`src/rtl/alu_ops_pkg.sv`:
```
// Shared ALU operation-code constants and execution FSM encoding.
// Used by the ALU control decoder and by alu_multicycle_exec.
package alu_ops_pkg;

  localparam logic [3:0] OP_AND = 4'b0000;
  localparam logic [3:0] OP_OR  = 4'b0001;
  localparam logic [3:0] OP_NOR = 4'b0010;
  localparam logic [3:0] OP_ADD = 4'b0011;
  localparam logic [3:0] OP_SUB = 4'b0100;
  localparam logic [3:0] OP_LUI = 4'b0101;
  localparam logic [3:0] OP_JAL = 4'b0110;
  localparam logic [3:0] OP_SLL = 4'b0111;
  localparam logic [3:0] OP_SRL = 4'b1000;

  // Every code at or above this value is undefined.
  localparam logic [3:0] OP_ILLEGAL_MIN = 4'b1001;

  typedef enum logic [1:0] {
    ST_IDLE  = 2'd0,
    ST_SHIFT = 2'd1,
    ST_DONE  = 2'd2
  } exec_state_e;

  function automatic logic op_is_shift(input logic [3:0] op);
    return (op == OP_SLL) || (op == OP_SRL);
  endfunction

  function automatic logic op_is_illegal(input logic [3:0] op);
    return op >= OP_ILLEGAL_MIN;
  endfunction

endpackage

```
`src/rtl/alu_shift_iter.sv`:
```
// Iterative one-bit-per-cycle shifter: shift register, down-counter and
// a done indication on the final shift. Zeros are shifted in.
module alu_shift_iter
  import alu_ops_pkg::*;
#(
  parameter int N_BITS  = 32,
  parameter int SHAMT_W = 5
) (
  input  logic               clk,
  input  logic               reset,
  input  logic               load,
  input  logic               shift_left,
  input  logic [N_BITS-1:0]  load_data,
  input  logic [SHAMT_W-1:0] load_amt,
  output logic [N_BITS-1:0]  shift_data,
  output logic               done
);

  logic [N_BITS-1:0]  data_q, data_d;
  logic [SHAMT_W-1:0] cnt_q, cnt_d;
  logic               left_q, left_d;

  // shift_data is the register value after this cycle's shift; it is the
  // final result in the cycle where done is high.
  assign shift_data = left_q ? (data_q << 1) : (data_q >> 1);
  assign done       = (cnt_q == SHAMT_W'(1));

  // Load on request, otherwise shift and count down while the count is nonzero.
  always_comb begin
    data_d = data_q;
    cnt_d  = cnt_q;
    left_d = left_q;
    if (load) begin
      data_d = load_data;
      cnt_d  = load_amt;
      left_d = shift_left;
    end else if (cnt_q != '0) begin
      data_d = shift_data;
      cnt_d  = cnt_q - SHAMT_W'(1);
    end
  end

  // Shift state registers; reset abandons any shift in progress.
  always_ff @(posedge clk) begin
    if (reset) begin
      data_q <= '0;
      cnt_q  <= '0;
      left_q <= 1'b0;
    end else begin
      data_q <= data_d;
      cnt_q  <= cnt_d;
      left_q <= left_d;
    end
  end

endmodule

```
`src/rtl/alu_multicycle_exec.sv`:
```
// Multi-cycle ALU execution stage consuming the 4-bit ALUOperation code.
// Configuration macro: ALU_FAST_SHIFT_EN -- when defined, SLL/SRL use a
// combinational barrel shifter and every legal op completes in one cycle.
//
// state | meaning
// IDLE  | ready for a new request (op_ready=1)
// SHIFT | iterative shifter running, one bit per cycle
// DONE  | result held with result_valid=1 until result_ready
module alu_multicycle_exec
  import alu_ops_pkg::*;
#(
  parameter int N_BITS  = 32,
  parameter int SHAMT_W = 5
) (
  input  logic               clk,
  input  logic               reset,
  input  logic               op_valid,
  output logic               op_ready,
  input  logic [3:0]         alu_operation,
  input  logic [SHAMT_W-1:0] shamt,
  input  logic [N_BITS-1:0]  operand_a,
  input  logic [N_BITS-1:0]  operand_b,
  output logic               result_valid,
  input  logic               result_ready,
  output logic [N_BITS-1:0]  result,
  output logic               zero,
  output logic               illegal_op
);

  exec_state_e       state_q, state_d;
  logic              op_ready_q, op_ready_d;
  logic              result_valid_q, result_valid_d;
  logic [N_BITS-1:0] result_q, result_d;
  logic              zero_q, zero_d;
  logic              illegal_q, illegal_d;
  logic [N_BITS-1:0] single_res;

  // Shift ops fall through to operand B here: that is the shamt==0 result.
  function automatic logic [N_BITS-1:0] alu_single_step(
    input logic [3:0]        op,
    input logic [N_BITS-1:0] a,
    input logic [N_BITS-1:0] b
  );
    logic [N_BITS-1:0] r;
    case (op)
      OP_AND:  r = a & b;
      OP_OR:   r = a | b;
      OP_NOR:  r = ~(a | b);
      OP_ADD:  r = a + b;
      OP_SUB:  r = a - b;
      OP_LUI:  r = {b[15:0], {(N_BITS-16){1'b0}}};
      OP_JAL:  r = a + N_BITS'(4);
      OP_SLL:  r = b;
      OP_SRL:  r = b;
      default: r = '0;
    endcase
    return r;
  endfunction

`ifndef ALU_FAST_SHIFT_EN
  logic              shift_load;
  logic [N_BITS-1:0] shift_data;
  logic              shift_done;

  alu_shift_iter #(
    .N_BITS  (N_BITS),
    .SHAMT_W (SHAMT_W)
  ) u_shift (
    .clk        (clk),
    .reset      (reset),
    .load       (shift_load),
    .shift_left (alu_operation == OP_SLL),
    .load_data  (operand_b),
    .load_amt   (shamt),
    .shift_data (shift_data),
    .done       (shift_done)
  );
`endif

  // Next-state, result capture and registered handshake outputs.
  always_comb begin
    state_d   = state_q;
    result_d  = result_q;
    zero_d    = zero_q;
    illegal_d = illegal_q;
    single_res = alu_single_step(alu_operation, operand_a, operand_b);
`ifdef ALU_FAST_SHIFT_EN
    if (alu_operation == OP_SLL) begin
      single_res = operand_b << shamt;
    end else if (alu_operation == OP_SRL) begin
      single_res = operand_b >> shamt;
    end
`else
    shift_load = 1'b0;
`endif
    case (state_q)
      ST_IDLE: begin
        if (op_valid) begin
          illegal_d = 1'b0;
          if (op_is_illegal(alu_operation)) begin
            result_d  = '0;
            zero_d    = 1'b1;
            illegal_d = 1'b1;
            state_d   = ST_DONE;
          end
`ifndef ALU_FAST_SHIFT_EN
          else if (op_is_shift(alu_operation) && (shamt != '0)) begin
            shift_load = 1'b1;
            state_d    = ST_SHIFT;
          end
`endif
          else begin
            result_d = single_res;
            zero_d   = (single_res == '0);
            state_d  = ST_DONE;
          end
        end
      end
      ST_SHIFT: begin
`ifndef ALU_FAST_SHIFT_EN
        if (shift_done) begin
          result_d = shift_data;
          zero_d   = (shift_data == '0);
          state_d  = ST_DONE;
        end
`else
        state_d = ST_IDLE;
`endif
      end
      ST_DONE: begin
        if (result_ready) begin
          state_d = ST_IDLE;
        end
      end
      default: state_d = ST_IDLE;
    endcase
    op_ready_d     = (state_d == ST_IDLE);
    result_valid_d = (state_d == ST_DONE);
  end

  // FSM and output registers.
  always_ff @(posedge clk) begin
    if (reset) begin
      state_q        <= ST_IDLE;
      op_ready_q     <= 1'b1;
      result_valid_q <= 1'b0;
      result_q       <= '0;
      zero_q         <= 1'b0;
      illegal_q      <= 1'b0;
    end else begin
      state_q        <= state_d;
      op_ready_q     <= op_ready_d;
      result_valid_q <= result_valid_d;
      result_q       <= result_d;
      zero_q         <= zero_d;
      illegal_q      <= illegal_d;
    end
  end

  assign op_ready     = op_ready_q;
  assign result_valid = result_valid_q;
  assign result       = result_q;
  assign zero         = zero_q;
  assign illegal_op   = illegal_q;

endmodule

```
`config.mk`:
```
export PLATFORM = sky130hd
export DESIGN_NAME = alu_multicycle_exec
export DESIGN_NICKNAME = d
export VERILOG_FILES = /design/src/rtl/alu_ops_pkg.sv /design/src/rtl/alu_shift_iter.sv /design/src/rtl/alu_multicycle_exec.sv
export SDC_FILE = /design/constraint.sdc
export NUM_CORES = 1
export LEC_CHECK = 0
export CAP_MARGIN = 40
export CELL_PAD_IN_SITES_DETAIL_PLACEMENT = 0
export CELL_PAD_IN_SITES_GLOBAL_PLACEMENT = 1
export CORE_AREA = 2 2 178 145
export DETAILED_ROUTE_END_ITERATION = 8
export DIE_AREA = 0 0 180 147
export GPL_ROUTABILITY_DRIVEN = 0
export MAX_ROUTING_LAYER = met4
export PLACE_DENSITY = 0.7
export SLEW_MARGIN = 20
export SYNTH_ARGS = -nofsm -noshare
export SYNTH_HDL_FRONTEND = slang
export SYNTH_SLANG_ARGS = --single-unit
```
`constraint.sdc`:
```
create_clock -name clk -period 7.4 [get_ports clk]
set_input_delay 1.85 -clock clk [delete_from_list [all_inputs] [get_ports clk]]
set_output_delay 1.85 -clock clk [all_outputs]
set_load 0.005 [all_outputs]
```
# == Yosys cells after proc, flatten, opt, wreduce, memory -nomap -nowiden ==
# Cells that the tools add are included.
# op_classes
n_addsub,4
n_lt_le_gt_ge,1
eq_ne,15
muxes,27
bitwise,3
reduce_logical,14
# ops
operator,n
$pmux W32 S8,1
$mux W32,7
$logic_not A32 Y1,2
$pmux W32 S2,1
$add A32 B3 Y32 const B,1
$add A32 B32 Y32,1
$and A32 B32 Y32,1
$not A32 Y32,1
$or A32 B32 Y32,1
$sub A32 B32 Y32,1
$eq A4 B3 Y1 const B,4
$mux W2,5
$mux W5,2
$reduce_bool A5 Y1,2
$mux W1,9
$eq A4 B2 Y1 const B,2
$pmux W2 S3,1
$eq A5 B1 Y1 const B,1
$sub A5 B1 Y5 const B,1
$eq A2 B2 Y1 const B,2
$eq A4 B1 Y1 const B,1
$eq A4 B4 Y1 const B,1
$ge A4 B4 Y1 const B,1
$logic_not A2 Y1,2
11 further kinds,13
# totals
register_bits,76
input_bits,77
output_inout_bits,36

# == Logic depth before layout (Yosys ltp) ==
# Gate-level depths: netlist of run 1.
# depth
depth_word,8
mapped_depth,20

# == By module ==
# From an unflattened synthesis of run 1, not the netlist that was laid out.
# unflattened
cells_unflattened,1322
area_unflattened_um2,9183.8
# by_module_without_submodules
mod,instances,cells_each,area_per_inst_um2
alu_multicycle_exec,1,1060,6897.9
alu_shift_iter,1,262,2285.9

# == Least setup slack after synthesis of run 1 ==
# No wires, ideal clock.
# synth_path
kind,input port to flip-flop
from,in operand_b[3]
to,"reg zero_q, in the netlist zero"
setup_ps,96
arrival_time_ps,5975
t_required_ps,7304
setup_slack_ps,1330
path_stages,20
path_cell_list,clkbuf_1 -> nor2_1 -> nand4bb_1 -> nor4b_1 -> nand2b_1 -> nor4_1 -> a21oi_1 -> xnor2_1 -> ha_1 -> clkbuf_1 -> nand2_1 -> nor2_1 -> a211oi_1 -> o21ai_0 -> a221oi_2 -> mux2i_1 -> nand2_1 -> nor4_1 -> nand3b_1 -> o41ai_2
# synth_via
elab_chain_cells,8
# synth_rtl
item,line_no,source
from (decl),alu_multicycle_exec.sv:22,"input logic [N_BITS-1:0] operand_b,"
"parallel branches: the longest is 2 deep, another holds $sub A32 B32 Y32",-,
$pmux W32 S8 (*),alu_multicycle_exec.sv:45,case (op)
$logic_not A32 Y1 (*),alu_multicycle_exec.sv:114,zero_d = (single_res == '0);
$mux W1 (*),alu_multicycle_exec.sv:107,else if (op_is_shift(alu_operation) && (shamt != '0)) begin
$mux W1 (*),alu_multicycle_exec.sv:100,if (op_is_illegal(alu_operation)) begin
$mux W1 (*),alu_multicycle_exec.sv:98,if (op_valid) begin
$pmux W1 S2 (*),alu_multicycle_exec.sv:96,case (state_q)
to (signal assigned),alu_multicycle_exec.sv:155,zero_q <= zero_d;
to (decl),alu_multicycle_exec.sv:34,"logic zero_q, zero_d;"
# Every way passes the cells marked *. The select of a mux whose other input is x is not followed.
# A chain may end at the register's enable or synchronous reset.

# == Worst setup path after layout of run 1 ==
# layout_path
from,in operand_b[1]
to,"reg zero_q, in the netlist zero"
# Same word-level chain as after synthesis.

==> results of run 1 <==
## state kept, by name, indices dropped and copies added, names as in the netlist
register,cells
u_shift.left_q,1
state_q,2
u_shift.cnt_q,5
u_shift.data_q,32
illegal_op,1
result,32
op_ready,1
zero,1
result_valid,1
## report_power, final
group | internal [mW] | total, mW | switching, mW
clock | 0.294 | 0.474 | 0.180
combinational | 0.457 | 1.13 | 0.675
sequential | 0.513 | 0.591 | 0.0784
## worst max-delay path, stage by stage
cell and delay [ps]:
clkdlybuf4s50_1 480, inv_1 120, ha_1 200, nand4bb_1 230, nor4b_1 440, nand2b_1 130
nor4_1 180, buf_4 220, nor2_1 60, xnor2_1 130, ha_1 380, a21oi_1 360
nor2_1 90, a211oi_1 320, o21ai_0 160, a221oi_2 480, mux2i_1 250, nand2_1 90
nor4_1 310, nand3b_1 130, o41ai_2 340
## layout make-up
type / instances / area [sq um] / share of cell area, %
timing repair buffer: 152 / 1430 / 13.6
sequential: 76 / 1520 / 14.5
tap: 324 / 405 / 3.85
clock buffer: 9 / 225 / 2.14
antenna: 1 / 2.50 / 0.0238
clock inverter: 7 / 91.3 / 0.868
multi-input combinational: 1074 / 6740 / 64.0
inverter: 28 / 105 / 0.999
## how the worst min path moves through the flow
stage                 endpoint  startpoint  slack, ps
detailed placement  result[26]  result[26]        450
global placement    result[25]  result[25]        440
global route        result[30]  result[30]        470
CTS                 result[26]  result[26]        450
finish              result[26]  result[26]        450
floorplan            result[6]   result[6]        450
## synthesized netlist by cell type, drive strengths merged, types with 23 or more instances
cell	number
a21oi	143
nor3	57
nor2	122
o21ai	78
buf	23
mux2i	39
o211ai	52
dfxtp	76
inv	28
a211oi	25
clkbuf	81
xnor2	48
ha	37
nand2	168
nand3	31
## per-stage QoR
step | setup WS (ps) | hold WS (ps) | cell area (sq um)
6_report | 688 | 450 | 10500
3_3_place_gp | 496 | 442 | 10200
4_1_cts | 769 | 454 | 10500
5_1_grt | 230 | 471 | 10500
2_1_floorplan | 1330 | 448 | 8760
3_5_place_dp | 426 | 446 | 10200
## cell families after synthesis
| logic type | Yosys count |
|---|---|
| buffers and inverters | 132 |
| multiplexers | 40 |
| AO/OA/AOI/OAI | 428 |
| XOR/XNOR | 68 |
| adder cells (fa/ha/maj) | 38 |
| flip-flops | 76 |
| AND/OR/NAND/NOR | 500 |
## routing by layer
metal  share of wire [%]  GRT usage, %  routed length (microns)  vias to the layer above
met3                 8.2          4.69                     3060                       53
met1                  47          39.7                    17500                     4848
met4                 2.6          7.68                      973                        0
met5                   0             -                        0                        -
li1                    -             -                        -                     4868
met2                  42          41.5                    15800                      459
==> flow_summary.ini, run 1 <==
[logic_synthesis]
synthSimpleGateAreaFrac_pct = 27.6
synth-compound-area-share_pct = 32.0
yosysWarnings = 0
seq_area_frac_synth_pct = 17.4
syn_nets = 1397
synth_flop_cell = dfxtp_1
synth_adder_area_share_pct = 5.51
synthArstFlopShare_pct = 0
synth_xor_area_share_pct = 6.88
ys_ff_latch = 76
synth_cell_types = 80
synth.area.mux_share_pct = 4.58
yosysTopAreaCellShare_pct = 17.4
yosys.area.top_type = dfxtp_1
synth-edff-count = 0
syn-cell-area_sq_um = 8760
syn_inst = 1282
ys_top_cells_by_area = dfxtp_1 17%, a21oi_1 8.2%, nand2_1 7.2%
syn_area_per_cell_sq_um = 6.84
synth_top_family_by_area = compound AO/OA/AOI/OAI gates

[sta]
setup-violations-final = 0
drv_slew = 0
fin_crit_ps = 6710
fmax_mhz = 149
tightest_slew_ps = 908
grt_setup_unrepaired = no
hold_viol_final = 0
setup_tns_ps = 0
slew_headroom_pct = 39.5
skew_ps = 8.44
period_share_pct = 90.7

[global_routing]
grt_pass1_wl_microns = 56500
track_usage_pct = 28.2
grt-ovfl-total = 0
antenna_found_initial = 1
grt_max_degree = 77
first_global_vias = 9277

[floorplanning]
rows = 52
initial_core_util_pct = 35.4
die-area_sq_um = 26500
die_x_microns = 180
io_pins = 113
die_y_microns = 147
core_sq_um = 24800

[routing]
drt_first_pass_iters = 5
drtAntennaViolNets = 0
wirelength_microns = 37300
vias = 10200
first_iter_violations = 1079
wl_per_cell_microns = 22.3
drt-vias-per-instance = 6.12
post-route-drc-count = 0

[outcome]
status = finished clean

[finish]
syn_to_final_growth_pct = 20.1
nets = 1456
final_cells = 1671
layout_common_cells = 168 x nand2_1, 142 x a21oi_1, 122 x nor2_1, 110 x clkdlybuf4s50_1, 77 x o21ai_0
drive_gt1_share_pct = 6.46
n_fill_cell = 2629
final_common_cell = nand2_1
fin_util_pct = 42.5

[critical_path]
cp_data_required_time_ps = 7650
endpoint_kind = flip-flop
path_class = in -> reg
r2r_end = zero
crit_path_start = operand_b[1]
reg2reg_slack_ps = 4920
worstSetupEndpoint = zero
cp.arrival_ps = 6970
critPathLaunchType = input pin
crit_path_max_fanout = 7
worstReg2RegStart = state_q[1]
r2r_cells = 9

[placement]
dp_cells = 1654
io_buffer_count = 112
dpl.hpwl_microns = 28500

[clock_tree]
clkSinkCount = 76
cts_resized = 0
clock_path_buffers = 2
insertion_delay_ps = 340
cts_made_buffers = 9
cts-root-buf = clkbuf_16
cts_tree = done
clk_pin_slew_ps = 60
cts.htree.levels = 3
postCtsHoldBufs = 0
post_cts_buffers = 0

[hold_path]
min-delay-path-class = reg -> reg
whs_path_depth = 2

[pwr]
powerDensity_nw_per_um2 = 209
ir_drop_v = 0.000141
p_total_mw = 2.20
p_leak_nw = 3.78

[job]
cap_violations = 0
No activity file was read; power rests on OpenSTA's default activity.
==> run 2, diff against run 1 <==
- CORE_AREA: 2 2 178 145 -> 2 2 167 136
- DIE_AREA: 0 0 180 147 -> 0 0 169 138
- PLACE_DENSITY: 0.7 -> 0.79
==> flow_summary.ini, run 2 (synthesis results as in run 1) <==
[outcome]
status = finished clean

[critical_path]
path_class = in -> reg
endpoint_kind = flip-flop
crit_path_max_fanout = 7
critPathLaunchType = input pin
cp.arrival_ps = 7000
crit_chain = clkdlybuf4s50_1 > inv_1 > ha_1 > nand4bb_1 > nor4b_1 > nand2b_1 > nor4_1 > buf_4 > nor2_1 > xnor2_1 > ha_1 > a21oi_1 > nor2_1 > a211oi_1 > o21ai_0 > a221oi_2 > mux2i_1 > nand2_1 > nor4_1 > nand3b_1 > o41ai_2
worst-path-buf-inv = 3
critical_path.max_stage_delay_ps = 480
slowest_stage = clkdlybuf4s50_1
path_delay_family = simple AND/OR/NAND/NOR gates
cp_data_required_time_ps = 7650

[global_routing]
grt-ovfl-total = 0
grt_util_met3_pct = 5.10
grtUsageMet1_pct = 44.8
antenna_found_initial = 1
use_met2_pct = 44.7
grt_max_degree = 77
grt-busiest-layer = met1
first_global_vias = 9351
grt_pass1_wl_microns = 55400
track_usage_pct = 31.0

[sta]
slew_headroom_pct = 40.6
setup_tns_ps = 0
drv_slew = 0
tightest_slew_ps = 891
setup-violations-final = 0
period_share_pct = 91.2
hold_viol_final = 0
grt_setup_unrepaired = no
fin_ws_ps = 652
fmax_mhz = 148
skew_ps = 6.97
fin_crit_ps = 6750

[clock_tree]
cts.htree.levels = 3
clock_path_buffers = 2
clkSinkCount = 76
cts_resized = 0
cts-root-buf = clkbuf_16
insertion_delay_ps = 340
cts_tree = done
postCtsHoldBufs = 0
cts_made_buffers = 9
post_cts_buffers = 0
clk_pin_slew_ps = 60

[routing]
post-route-drc-count = 0
wirelength_microns = 36100
drt_first_pass_iters = 6
vias = 10500
drtAntennaViolNets = 0
drt-vias-per-instance = 6.46
wl_per_cell_microns = 22.3
first_iter_violations = 1346

[placement]
place_ws_ps = 426
placed_area_sq_um = 10200
io_buffer_count = 112
dp_cells = 1609
dpl.hpwl_microns = 27500

[finish]
nets = 1455
syn_to_final_growth_pct = 19.1
final_cells = 1623
drive_gt1_share_pct = 6.25
final_common_cell = nand2_1
n_fill_cell = 2292
design_area_sq_um = 10400
ff_latch_area_sq_um = 1520
diodes = 0
multiInputGateArea_sq_um = 6750
layout_common_cells = 168 x nand2_1, 142 x a21oi_1, 122 x nor2_1, 110 x clkdlybuf4s50_1, 77 x o21ai_0

[pwr]
powerDensity_nw_per_um2 = 206
p_leak_nw = 3.76
ir_drop_v = 0.000139

[floorplanning]
die_x_microns = 169
io_pins = 113
core_sq_um = 21900
die_y_microns = 138
die-area_sq_um = 23300
rows = 49
initial_core_util_pct = 39.9

[hold_path]
min-delay-path-class = reg -> reg

[job]
cap_violations = 0
[run 2: final timing paths]
| path | startpoint | end | slack [ps] | cells past startpoint |
|---|---|---|---|---|
| max | operand_b[1] | zero | 650 | 21 |
| min | result[29] | result[29] | 450 | 2 |
| max reg2reg | state_q[1] | zero | 4520 | 9 |
| min reg2reg | result[29] | result[29] | 450 | 2 |
[run 2: per-layer routing]
metal / wire length [microns] / part of all wire, %
met1: 16600 / 46
met2: 15200 / 42
met4: 1070 / 3.0
met3: 3340 / 9.2
met5: 0 / 0
[run 2: area by class of cell]
class	instances	share of cell area [%]
Clock buffer	11	2.23
Clock inverter	3	0.384
Inverter	28	1.01
Multi-Input combinational cell	1074	64.7
Sequential cell	76	14.6
Tap cell	280	3.36
Timing Repair Buffer	151	13.8
[run 2: worst reg2reg max path: cells and delay by family, from the launching register on]
kind	cells	cell delay, ps
AND/OR/NAND/NOR	5	1240
AO/OA/AOI/OAI	3	950
flip-flops	1	340
buffers and inverters	1	260
[run 2: power by group]
part	total, mW	switching, mW	internal (mW)
registers	0.593	0.0799	0.513
logic	1.14	0.677	0.458
clock network	0.422	0.166	0.256
total	2.15	0.923	1.23
[run 2: metrics by stage]
stage                     hold WS, ps  power (mW)  utilization (%)
final                             450        2.15             47.6
after global routing              475        2.30             47.6
after CTS                         452        2.13             47.6
after detailed placement          446        1.70             46.3
after global placement            443        1.67             46.0
after floorplan                   448        1.35                -
==> run 3, diff against run 2 <==
- CAP_MARGIN: 40 -> default
- CORE_AREA: 2 2 167 136 -> 2 2 169 138
- DIE_AREA: 0 0 169 138 -> 0 0 171 140
- MAX_ROUTING_LAYER: met4 -> default
- SYNTH_HIERARCHICAL: default -> 1
==> flow_summary.ini, run 3 <==
[logic_synthesis]
syn_nets = 1437
yosysWarnings = 6
synth_cell_types = 78
yosysTopAreaCellShare_pct = 16.6
ys_ff_latch = 76
synth-edff-count = 0
ys_top_cells_by_area = dfxtp_1 17%, nor2_1 5.8%, a21oi_1 5.4%
syn_area_per_cell_sq_um = 6.95
syn_inst = 1322
seq_area_frac_synth_pct = 16.6
syn-cell-area_sq_um = 9180
ys_top_cells_by_count = 141 x nor2_1, 130 x nand2_1, 100 x a21oi_1
synthArstFlopShare_pct = 0
synthMostInstantiatedCell = nor2_1
yosys.area.top_type = dfxtp_1
synth_flop_cell = dfxtp_1

[sta]
grt_setup_unrepaired = no
fmax_mhz = 146
hold_viol_final = 0
drv_slew = 0
tightest_slew_ps = 1180
setup_tns_ps = 0
skew_ps = 11.3
setup-violations-final = 0
fin_ws_ps = 557
fin_crit_ps = 6840
period_share_pct = 92.5
slew_headroom_pct = 20.4

[clock_tree]
cts.htree.levels = 3
cts_made_buffers = 9
cts_tree = done
insertion_delay_ps = 340
cts_resized = 0
postCtsHoldBufs = 0
post_cts_buffers = 0
clkSinkCount = 76
clock_path_buffers = 2
clk_pin_slew_ps = 60
cts-root-buf = clkbuf_16

[floorplanning]
initial_core_util_pct = 41.4
io_pins = 113
die_y_microns = 140
core_sq_um = 22200
die_x_microns = 171
die-area_sq_um = 23900
rows = 49

[critical_path]
worst-path-buf-inv = 3
path_class = in -> reg
cp.arrival_ps = 7130
path_delay_family = simple AND/OR/NAND/NOR gates
endpoint_kind = flip-flop
cp_data_required_time_ps = 7680
crit_path_start = operand_b[1]
crit_path_max_fanout = 8
worstReg2RegStart = state_q[0]
critPathLaunchType = input pin
slowest_stage = clkdlybuf4s50_1
critical_path.max_stage_delay_ps = 640
crit_chain = clkdlybuf4s50_1 > nor2_1 > nand3_1 > buf_4 > or4_1 > or4_1 > o31ai_1 > xor2_1 > ha_1 > buf_4 > nand2_1 > nor3_1 > a22oi_1 > o21ai_0 > nor2_1 > or4_1 > nand4_1 > or4_1 > nor4_1 > a41o_1
critPathMostFrequentCell = or4_1

[placement]
dp_cells = 1679
place_ws_ps = 338
dpl.hpwl_microns = 28300
io_buffer_count = 112

[routing]
first_iter_violations = 1326
post-route-drc-count = 0
wirelength_microns = 37800
drt_first_pass_iters = 5
vias = 10900
wl_per_cell_microns = 22.3
drt-vias-per-instance = 6.44
drtAntennaViolNets = 0

[finish]
final_common_cell = nor2_1
drive_gt1_share_pct = 8.86
final_cells = 1695
nets = 1499
syn_to_final_growth_pct = 19.2
layout_common_cells = 139 x nor2_1, 130 x nand2_1, 111 x clkdlybuf4s50_1, 100 x a21oi_1, 76 x dfxtp_1

[hold_path]
min-delay-path-class = reg -> reg
holdCritStartpoint = result[25]

[global_routing]
antenna_found_initial = 1
grt_max_degree = 82
grt-ovfl-total = 0
first_global_vias = 9915
grt_pass1_wl_microns = 57800
track_usage_pct = 31.0

[job]
cap_violations = 0

[outcome]
status = finished clean

[pwr]
p_leak_nw = 4.00
ir_drop_v = 0.000204
powerDensity_nw_per_um2 = 165
==> run 3: path summary, 6_finish.rpt <==
| kind | end | cells after the start | slack [ps] |
|---|---|---|---|
| setup reg to reg | zero | 9 | 4510 |
| setup / recovery | zero | 20 | 560 |
| hold reg to reg | result[25] | 2 | 460 |
| hold / removal | result[25] | 2 | 460 |
==> run 3: cell type report <==
class,instances,area [sq um]
antenna,1,2.50
timing repair buffer,168,1540
tap,306,383
clock buffer,9,225
sequential,76,1520
multi-input combinational,1106,7110
fill,2270,11200
inverter,23,86.3
clock inverter,6,87.6
==> run 3: logic make-up (layout without fill, tap and decap cells) <==
kind of cell	after synthesis	after routing	synth area share, %
compound gates	384	384	27.8
fa+ha+maj	38	38	5.26
flops	76	76	16.6
buf+inv	140	206	6.19
mux	43	43	5.27
xor+xnor	73	73	6.96
other cells	0	1	0
simple gates	568	568	31.9
==> run 3: stage by stage <==
step	instance area (sq um)	hold slack [ps]	total power, mW	utilization [%]
2_1_floorplan	9180	448	1.04	-
3_3_place_gp	10600	440	1.31	47.9
3_5_place_dp	10600	446	1.32	47.9
4_1_cts	10900	456	1.80	49.3
5_1_grt	10900	483	1.90	49.3
6_report	11000	457	1.81	49.3
==> run 3: worst register-to-register path, stage by stage (launching register included) <==
cell	delay, ps
dfxtp_1	470
nor2b_1	170
buf_4	290
a221oi_1	260
nor4_1	250
nand4_1	150
nor4_1	510
nand4_1	240
nor4_1	320
a41o_1	200
==> run 3: layer usage <==
layer | wire length [microns] | GRT usage (%) | up-vias
met5 | 0 | 0 | -
met4 | 1480 | 12.0 | 0
met2 | 15500 | 44.2 | 610
li1 | - | - | 5083
met1 | 16900 | 44.9 | 5140
met3 | 3920 | 7.01 | 81
==> run 3: power by group <==
part | total, mW | switching (mW) | internal [mW] | leakage, nW
combinational | 0.856 | 0.536 | 0.319 | 3.23
sequential | 0.481 | 0.0305 | 0.450 | 0.618
clock | 0.474 | 0.180 | 0.294 | 0.156
==> patch, RTL diff (flow settings as in run 2) <==
Re-encode `exec_state_e` (3 states) as one-hot, 3 bits wide.
--- a/src/rtl/alu_ops_pkg.sv
+++ b/src/rtl/alu_ops_pkg.sv
@@ -15,10 +15,10 @@
   // Every code at or above this value is undefined.
   localparam logic [3:0] OP_ILLEGAL_MIN = 4'b1001;
 
-  typedef enum logic [1:0] {
-    ST_IDLE  = 2'd0,
-    ST_SHIFT = 2'd1,
-    ST_DONE  = 2'd2
+  typedef enum logic [2:0] {
+    ST_IDLE  = 3'b001,
+    ST_SHIFT = 3'b010,
+    ST_DONE  = 3'b100
   } exec_state_e;
 
   function automatic logic op_is_shift(input logic [3:0] op);
Function: same outputs for any inputs over 4 cycles, from zero or initial values and one cycle with reset high; so few cycles prove little.
==> patch against run 2 <==
- sequential power hardly changed
- global-route usage is 0.40 points higher
- power is 1.5% higher
- utilization increased by 1.1 points
- largest power group unchanged
- worst setup slack got worse by 0.35 ns
- sequential cell count rose by 1
- design area is 2.2% higher
- sequential share of layout area is 0.13 points lower
- wire length up 1.4%
- register-to-register slack lost 0.28 ns
- clock skew is 0.0031 ns higher
- area after synthesis grew 4.1%
==> patch: results (changes against run 2) <==
* R2R setup slack at 4.24 ns (-0.28 ns)
* Grt met2 use at 0.4329 (-0.01381)
* Overall power at 2.183 mW (+1.5%)
* GRT met1 Usage at 0.4430 (-0.004671)
* Fin crit share at 0.9589 (+0.04699)
* Adder-cell share of the synthesized area at 0.05405 (-0.001049)
* Most common flop cell mapped by yosys: dfxtp_1
* Total GRT Usage at 0.3136 (+0.004010)
* Finished Cell Area at 10,670 um^2 (+2.2%)
* Port-buffer cells at 112 (unchanged)
* Crit path from: operand_b[3]
* CP peak stage delay at 0.56 ns (+0.08 ns)
* Post-synthesis mux area share at 0.04349 (-0.002334)
* Drt total wl at 36,640 um (+1.4%)
* Synth area leaders: dfxtp_1, a21oi_1, nand2_1
* Syn. warnings at 0 (unchanged)
* CP endpoint kind: register
* Syn Inst Count at 1,311 (+2.3%)
* Post-Place Worst Slack at 0.1388 ns (-0.2873 ns)
* Comb group at 1.14 mW (about the same)
* Post-synthesis xor/xnor area fraction at 0.07395 (+0.005139)
* # fillers at 2,287 (-0.22%)
* Flop pwr share at 0.273 (-0.003)
* Placed insts at 1,628 (+1.2%)
* Grt met3 use at 0.07902 (+0.02806)
* Leakage at 3.897 nW (+3.6%)
* Drt pass-1 iters at 5 (-1)
* Via density at 6.380 (-1.2%)
* Routed via count at 10.51k (+0.29%)
* Synth Area in Compound Gates at 0.3154 (-0.004508)
* Post-CTS Resized at 0 (unchanged)
* Post-DP HPWL at 27,960 um (+1.8%)
* Largest net degree at the start of global routing at 79 (+2.6%)
* Run status: completed
* Crit path DAT at 7.38 ns (+0.38 ns)
* Vias in the first global route at 9,311 (-0.43%)
* 1st-iter DRT viols at 1,286 (-4.5%)
* First-pass GRT wire length at 55,430 um (about the same)
* Fraction of layout cells with a size suffix above 1 at 0.07174 (+0.009196)
* Worst skew pair latency at approximately 0.35 ns
* DP Area at 10,350 um^2 (+1.8%)
* Async set or reset register ratio after synthesis at 0 (unchanged)
* Min-delay src: illegal_op
* Seq/Total Area, Yosys at 0.1690 (-0.004568)
* Total internal power at 1.247 mW (+1.6%)
* Initial antenna violation count at 1 (unchanged)
* Net Count, Synth at 1,426 (+2.1%)
* Root Buffer: clkbuf_16
* Clk_skew at 0.01012 ns (+0.003143 ns)
* Max_slew headroom at 0.4571 (+0.05108)
* Crit Reg-Reg Startpoint: state_q[1]
* R2R cell count at 11 (+2)
* Clock slew at reported path FFs at 0.06 ns (about the same)
* Worst-path maximum fanout at 8 (+1)
* Synth cell types at 98 (+23%)
* Final nets at 1,476 (+1.4%)
* Worst VDD drop at 159.2 uV (+15%)
* TritonCTS buffer count at 9 (unchanged)
* Synth cell count leaders: a21oi_1, nand2_1, nor2_1
* Slowest cell on crit path: clkdlybuf4s50_1
## patch: cell count changes after synthesis, moves of 10 or more
cell,change
nand2_1,-20
nor3_1,-12
a211oi_1,+17
clkbuf_1,-10
xor2_1,+11
nor2_1,+12
and3_1,+10
o221ai_1,-11
## patch: cell type report
| type | instances | area share |
|---|---|---|
| diodes | 1 | 0.0002345 |
| inverters | 22 | 0.007738 |
| clock inverters | 5 | 0.005511 |
| repair buffers | 151 | 0.1346 |
| well taps | 280 | 0.03283 |
| clock buffers | 11 | 0.02275 |
| flip-flops and latches | 77 | 0.1446 |
| multi-input cells | 1100 | 0.6518 |
## patch: worst min path at each step
stage | to | slack (ns)
after floorplan | illegal_op | 0.45
after global placement | illegal_op | 0.44
after detailed placement | illegal_op | 0.44
after CTS | illegal_op | 0.45
after global routing | illegal_op | 0.48
final | illegal_op | 0.45
## patch: routing by layer
metal,vias up,routed length [um],part of all wire
met4,0,1186,0.032
li1,4949,-,-
met2,537,15220,0.42
met3,79,3739,0.10
met1,4943,16490,0.45
met5,-,0,0
